==> config.mk <==
export PLATFORM = sky130hd
export DESIGN_NAME = ex_muldiv_unit
export DESIGN_NICKNAME = d
export VERILOG_FILES = /design/src/rtl/muldiv_pkg.sv /design/src/rtl/ex_muldiv_unit_iter.sv /design/src/rtl/ex_muldiv_unit.sv
export SDC_FILE = /design/constraint.sdc
export NUM_CORES = 1
export LEC_CHECK = 0
export CAP_MARGIN = 30
export CORE_MARGIN = 1
export CORE_UTILIZATION = 60
export DETAILED_ROUTE_END_ITERATION = 10
export PLACE_DENSITY = 0.79
export SETUP_SLACK_MARGIN = 0.15
export SLEW_MARGIN = 20
export SYNTH_ARGS = -nofsm -noshare
export SYNTH_HDL_FRONTEND = slang
export SYNTH_HIERARCHICAL = 1
export SYNTH_SLANG_ARGS = --single-unit
==> constraint.sdc <==
create_clock -name clk_i -period 7.95 [get_ports clk_i]
set_clock_uncertainty 0.15 [all_clocks]
set_input_delay 1.59 -clock clk_i [delete_from_list [all_inputs] [get_ports clk_i]]
set_output_delay 1.59 -clock clk_i [all_outputs]
set_load 0.1 [all_outputs]
==> src/rtl/muldiv_pkg.sv <==
// Shared op codes, FSM encoding and iteration count for the EX-stage mul/div unit.
// Pure declarations; no logic, so no latency or flow control.
package muldiv_pkg;

    localparam logic [2:0] OP_MULT  = 3'b000;
    localparam logic [2:0] OP_MULTU = 3'b001;
    localparam logic [2:0] OP_DIV   = 3'b010;
    localparam logic [2:0] OP_DIVU  = 3'b011;
    localparam logic [2:0] OP_MTHI  = 3'b100;
    localparam logic [2:0] OP_MTLO  = 3'b101;

    localparam logic [1:0] ST_IDLE = 2'b00;
    localparam logic [1:0] ST_RUN  = 2'b01;
    localparam logic [1:0] ST_FIX  = 2'b10;

    localparam int         DIV_ITERS = 32;
    localparam logic [5:0] ITER_LAST = 6'(DIV_ITERS - 1);

endpackage

==> src/rtl/ex_muldiv_unit_iter.sv <==
// One radix-2 step: shift-add multiply or restoring divide on a packed {rem, quo}/acc word.
// Purely combinational, zero latency; no flow control.
module muldiv_iter #(
    parameter int DATA_W = 32
) (
    input  logic                  i_div,
    input  logic [2*DATA_W:0]     i_acc,
    input  logic [DATA_W-1:0]     i_opnd,
    output logic [2*DATA_W:0]     o_acc,
    output logic                  o_qbit
);

    logic [DATA_W:0]   w_sum;
    logic [DATA_W+1:0] w_shift;
    logic [DATA_W:0]   w_diff;
    logic [DATA_W:0]   w_rem_nxt;
    logic              w_ge;

    // Multiply: acc = {product_hi, multiplier}; add on the LSB, then shift right.
    assign w_sum = {1'b0, i_acc[2*DATA_W-1:DATA_W]} + {1'b0, (i_acc[0] ? i_opnd : {DATA_W{1'b0}})};

    // Divide: acc = {partial remainder (W+1), dividend/quotient (W)}.
    assign w_shift   = {i_acc[2*DATA_W:DATA_W], i_acc[DATA_W-1]};
    assign w_ge      = (w_shift >= {2'b00, i_opnd});
    assign w_diff    = w_shift[DATA_W:0] - {1'b0, i_opnd};
    assign w_rem_nxt = w_ge ? w_diff : w_shift[DATA_W:0];

    assign o_acc  = i_div ? {w_rem_nxt, i_acc[DATA_W-2:0], 1'b0}
                          : {1'b0, w_sum, i_acc[DATA_W-1:1]};
    assign o_qbit = i_div & w_ge;

endmodule

==> src/rtl/ex_muldiv_unit.sv <==
// Iterative MULT/MULTU/DIV/DIVU with HI/LO; busy_o high 33 cycles, result visible the cycle after.
// No backpressure: busy_o stalls the pipeline and start_i is only honoured while idle.
module ex_muldiv_unit
    import muldiv_pkg::*;
#(
    parameter int DATA_W = 32
) (
    input  logic              clk_i,
    input  logic              rst_n_i,
    input  logic              start_i,
    input  logic [2:0]        op_i,
    input  logic [DATA_W-1:0] rs_data_i,
    input  logic [DATA_W-1:0] rt_data_i,
    input  logic              flush_i,
    output logic              busy_o,
    output logic              done_o,
    output logic [DATA_W-1:0] hi_o,
    output logic [DATA_W-1:0] lo_o
);

    logic [1:0]          r_state;
    logic [5:0]          r_cnt;
    logic                r_busy;
    logic                r_done;
    logic [DATA_W-1:0]   r_hi;
    logic [DATA_W-1:0]   r_lo;
    logic [DATA_W-1:0]   r_opnd;
    logic [2*DATA_W:0]   r_acc;
    logic                r_is_div;
    logic                r_neg_res;
    logic                r_neg_rem;
    logic                r_dz;

    logic                w_signed;
    logic                w_rs_neg;
    logic                w_rt_neg;
    logic [DATA_W-1:0]   w_rs_mag;
    logic [DATA_W-1:0]   w_rt_mag;
    logic [2*DATA_W:0]   w_acc_nxt;
    logic                w_qbit;
    logic [2*DATA_W-1:0] w_prod;
    logic [DATA_W-1:0]   w_quo;
    logic [DATA_W-1:0]   w_rem;

    assign w_signed = ~op_i[0];
    assign w_rs_neg = w_signed & rs_data_i[DATA_W-1];
    assign w_rt_neg = w_signed & rt_data_i[DATA_W-1];
    assign w_rs_mag = w_rs_neg ? -rs_data_i : rs_data_i;
    assign w_rt_mag = w_rt_neg ? -rt_data_i : rt_data_i;

    muldiv_iter #(.DATA_W(DATA_W)) u_iter (
        .i_div  (r_is_div),
        .i_acc  (r_acc),
        .i_opnd (r_opnd),
        .o_acc  (w_acc_nxt),
        .o_qbit (w_qbit)
    );

    // Divide-by-zero leaves the dividend magnitude in the remainder, so the
    // remainder sign fix alone restores the raw rs value for HI.
    assign w_prod = r_neg_res ? -r_acc[2*DATA_W-1:0] : r_acc[2*DATA_W-1:0];
    assign w_quo  = (r_neg_res && !r_dz) ? -r_acc[DATA_W-1:0] : r_acc[DATA_W-1:0];
    assign w_rem  = r_neg_rem ? -r_acc[2*DATA_W-1:DATA_W] : r_acc[2*DATA_W-1:DATA_W];

    always_ff @(posedge clk_i or negedge rst_n_i) begin
        if (!rst_n_i) begin
            r_state   <= ST_IDLE;
            r_cnt     <= '0;
            r_busy    <= 1'b0;
            r_done    <= 1'b0;
            r_hi      <= '0;
            r_lo      <= '0;
            r_opnd    <= '0;
            r_acc     <= '0;
            r_is_div  <= 1'b0;
            r_neg_res <= 1'b0;
            r_neg_rem <= 1'b0;
            r_dz      <= 1'b0;
        end else begin
            r_done <= 1'b0;
            case (r_state)
                ST_IDLE: begin
                    if (start_i && !flush_i) begin
                        if (op_i[2] == 1'b0) begin
                            r_state   <= ST_RUN;
                            r_busy    <= 1'b1;
                            r_cnt     <= '0;
                            r_is_div  <= op_i[1];
                            r_opnd    <= op_i[1] ? w_rt_mag : w_rs_mag;
                            r_acc     <= {{(DATA_W+1){1'b0}}, (op_i[1] ? w_rs_mag : w_rt_mag)};
                            r_neg_res <= w_rs_neg ^ w_rt_neg;
                            r_neg_rem <= w_rs_neg;
                            r_dz      <= (rt_data_i == '0);
                        end else if (op_i == OP_MTHI) begin
                            r_hi   <= rs_data_i;
                            r_done <= 1'b1;
                        end else if (op_i == OP_MTLO) begin
                            r_lo   <= rs_data_i;
                            r_done <= 1'b1;
                        end
                    end
                end
                ST_RUN: begin
                    if (flush_i) begin
                        r_state <= ST_IDLE;
                        r_busy  <= 1'b0;
                        r_cnt   <= '0;
                    end else begin
                        r_acc <= w_acc_nxt | {{(2*DATA_W){1'b0}}, w_qbit};
                        if (r_cnt == ITER_LAST) begin
                            r_state <= ST_FIX;
                            r_cnt   <= '0;
                        end else begin
                            r_cnt <= r_cnt + 6'd1;
                        end
                    end
                end
                ST_FIX: begin
                    r_state <= ST_IDLE;
                    r_busy  <= 1'b0;
                    if (!flush_i) begin
                        r_done <= 1'b1;
                        if (r_is_div) begin
                            r_hi <= w_rem;
                            r_lo <= w_quo;
                        end else begin
                            r_hi <= w_prod[2*DATA_W-1:DATA_W];
                            r_lo <= w_prod[DATA_W-1:0];
                        end
                    end
                end
                default: begin
                    r_state <= ST_IDLE;
                    r_busy  <= 1'b0;
                    r_cnt   <= '0;
                end
            endcase
        end
    end

    assign busy_o = r_busy;
    assign done_o = r_done;
    assign hi_o   = r_hi;
    assign lo_o   = r_lo;

endmodule

==> flow_summary.yaml <==
worst_setup_path:
  critical_path.startpoint_type: "primary input"
  setup.worst_path.class: "primary input to register"
  cp_top_family: "simple AND/OR/NAND/NOR gates"
  crit_path_max_fanout: 61
  critPathMaxStageDelay_ns: 0.70
  endpoint_kind: "register"
  timing.critical_path.buf_inv: 2
  arrival_ns: 4.66
  slowest_stage: "sky130_fd_sc_hd__nand2_1"
  cp_cell_sequence: "clkdlybuf4s50_1, nor2b_1, o21ai_4, buf_4, nor2_1, nand2_1, o22ai_1, nor3_1"
  worst_ep_required_time_ns: 8.14
global_routing:
  grt_first_pass_wirelength_um: 87200
  globalRouteMet1Util: 0.585
  globalRouteMet3Util: 0.0657
  groute.layer.met2.usage: 0.636
  largest_net_degree_at_the_start_of_global_routing: 99
  grt_remaining_overflow: 0
  grt.total_usage: 0.428
  grt_antenna_before_repair: 3
  grt_busiest_layer: "met2"
  number_of_global_route_vias_before_repair: 14800
floorplanning:
  core-area_um2: 26100
  floorplan.io_pins: 137
  chipWidth_um: 165
  fp-row-count: 59
  initial_utilization: 0.612
  die_area_um2: 27300
  dieHeight_um: 165
pwr:
  vdd_ir_drop_max_uv: 262
  p_per_area_nw_per_um2: 423
  power_report.internal_total_mw: 3.43
  power_frac_comb: 0.636
  power_frac_seq: 0.244
  switching_power_mw: 4.25
  p_sw_frac: 0.554
  power.clock.fraction: 0.119
  leakagePower_nw: 7.94
synthesis:
  synth_ff_type: "sky130_fd_sc_hd__dfrtp_1"
  yosys_register_bits: 175
  ys.warnings.count: 6
  synth_sequential_area_ratio: 0.274
  post_synth_inst_count: 2046
  synth.net_count: 2188
  synthArstFlopShare: 1.00
  number_of_distinct_standard_cells_referenced_by_the_synthesized_netlist: 100
  mappedNetlistArea_um2: 16000
  synth_edf_count: 0
  syn_avg_cell_area_um2: 7.82
place:
  placedCellCount: 2416
  placed_area_um2: 17500
  place.detailed.hpwl_um: 43500
  gp_routability_congestion: 1.03
  io_buffer_count: 136
clock_network:
  total_setup_buffers_inserted_after_cts: 0
  clock_tree.buffer_depth: 2
  htreeDepth: 4
  postCtsHoldBufs: 0
  resized_cells_post_cts: 0
  numCtsBuffers: 17
  insertion_delay_ns: 0.46
  cts_tree: "done"
  clk_transition_reported_paths_ns: 0.08
  numClockSinks: 175
  clock_tree.root_cell: "sky130_fd_sc_hd__clkbuf_16"
sta:
  number_of_endpoints_with_negative_hold_slack_in_the_final_report: 0
  timing.slew.headroom: 0.319
  setup-tns-final_ns: 0
  achievable-frequency_mhz: 223
  rsz0062_at_grt: "no"
  setup_violations: 0
  final-max-slew-violation-count: 0
  timing.final.crit_share: 0.563
  period_needed_ns: 4.48
  tightest_slew_ns: 1.02
drt:
  ant_nets: 0
  detailroute.via_count: 16800
  drt_pass1_iterations: 9
  detail_route.iter0.violations: 2412
  route.final.wire_length_um: 58600
  drt-vias-per-instance: 6.84
  drcViolationCount: 6
  routedWlPerCell_um: 23.9
final_layout:
  footprint_of_the_multi_input_gates_um2: 10900
  final_layout_size_suffix_gt1_frac: 0.0747
  layout.filler_cells: 2249
  layout-area-overhead-vs-synth_pct: 13.5
  fin_nets: 2245
  utilization: 0.695
  area.sequential_um2: 4380
  finalInstanceArea_um2: 18200
  final_cell_count_no_fill: 2452
status:
  violations: "design-rule violations"
  status: "finished, violations left"
run:
  max_cap_viol_count: 0
worst_hold_path:
  timing.hold.worst.class: "register to register"
metal layers:
metal / vias to the layer above / wire length (um)
li1: 7584 / -
met1: 7896 / 23800
met2: 1092 / 25100
met3: 193 / 5790
met4: 4 / 3900
met5: - / 28
worst paths after layout:
check                      startpoint   endpoint  slack [ns]  depth (start not counted)
max                           start_i  r_acc[16]        3.47                          8
min                              r_dz       r_dz        0.33                          2
max reg2reg                 r_acc[31]   r_acc[0]        3.77                         14
min reg2reg                      r_dz       r_dz        0.33                          2
max in group asynchronous     rst_n_i   r_is_div        5.34                          3
min in group asynchronous     rst_n_i   hi_o[31]        0.84                          1
Yosys cell counts (41+ instances only):
| cell type | n | area [um^2] |
|---|---|---|
| sky130_fd_sc_hd__nand2_1 | 278 | 1040 |
| sky130_fd_sc_hd__dfrtp_1 | 175 | 4380 |
| sky130_fd_sc_hd__a21oi_1 | 171 | 856 |
| sky130_fd_sc_hd__nor2_1 | 158 | 593 |
| sky130_fd_sc_hd__clkbuf_1 | 106 | 398 |
| sky130_fd_sc_hd__o21ai_0 | 104 | 521 |
| sky130_fd_sc_hd__xnor2_1 | 87 | 762 |
| sky130_fd_sc_hd__xor2_1 | 75 | 657 |
| sky130_fd_sc_hd__ha_1 | 69 | 863 |
| sky130_fd_sc_hd__nand3_1 | 68 | 340 |
| sky130_fd_sc_hd__inv_1 | 61 | 229 |
| sky130_fd_sc_hd__nor3_1 | 52 | 260 |
| sky130_fd_sc_hd__mux2_2 | 47 | 529 |
| sky130_fd_sc_hd__and2_1 | 43 | 269 |
| sky130_fd_sc_hd__a21o_1 | 42 | 315 |
| sky130_fd_sc_hd__o221ai_1 | 41 | 359 |
cells in the final DEF, fill, tap and decap left out, types with 61 or more instances in the layout:
cell type	instances
sky130_fd_sc_hd__xnor2_1	87
sky130_fd_sc_hd__clkdlybuf4s50_1	135
sky130_fd_sc_hd__nand3_1	68
sky130_fd_sc_hd__dfrtp_1	174
sky130_fd_sc_hd__ha_1	69
sky130_fd_sc_hd__xor2_1	75
sky130_fd_sc_hd__o21ai_0	104
sky130_fd_sc_hd__nand2_1	277
sky130_fd_sc_hd__a21oi_1	171
sky130_fd_sc_hd__nor2_1	158
sky130_fd_sc_hd__inv_1	61
tightest hold or removal path, stage by stage (launching register included):
cell and delay (ns):
sky130_fd_sc_hd__dfrtp_1 0.35, sky130_fd_sc_hd__nand2_1 0.05, sky130_fd_sc_hd__o41ai_1 0.05
through the flow:
stage	worst slack [ns]	power (mW)	hold slack, ns
2_1_floorplan	4.35	5.28	0.290
3_3_place_gp	3.21	6.50	0.304
3_5_place_dp	3.09	6.60	0.316
4_1_cts	3.51	7.54	0.333
5_1_grt	3.20	8.06	0.346
6_report	3.47	7.68	0.334
area by class of cell:
class                      instances  area share
antenna                            1    0.000138
clock buffer                      18      0.0242
clock inverter                    14      0.0103
inverter                          61      0.0126
multi-input combinational       1686       0.599
sequential                       175       0.241
tap                              335      0.0231
timing repair buffer             162      0.0893
flip-flops by register name, summed over array words and instances (netlist names):
signal,cells
done_o,1
busy_o,1
r_dz,1
r_acc,65
lo_o,32
r_state,2
r_cnt,6
hi_o,32
r_is_div,1
r_neg_rem,1
r_opnd,32
r_neg_res,1
power groups by stage:
stage / Clock [mW] / Combinational (mW) / Sequential (mW)
floorplan: 0 / 3.06 / 2.22
global placement: 0 / 4.66 / 1.84
detailed placement: 0 / 4.75 / 1.84
CTS: 0.921 / 4.79 / 1.83
global route: 0.945 / 5.23 / 1.89
finish: 0.917 / 4.89 / 1.88
kinds of logic after synthesis:
kind of cell	Yosys count	synth area share
and+or+nand+nor	769	0.233
xor gates and xnor gates	162	0.0887
muxes	74	0.0502
adders and majority gates	71	0.0564
DFF	175	0.274
buffers and inverters	185	0.0484
AOI/OAI and AO/OA	610	0.250
(Power assumes the default switching activity.)
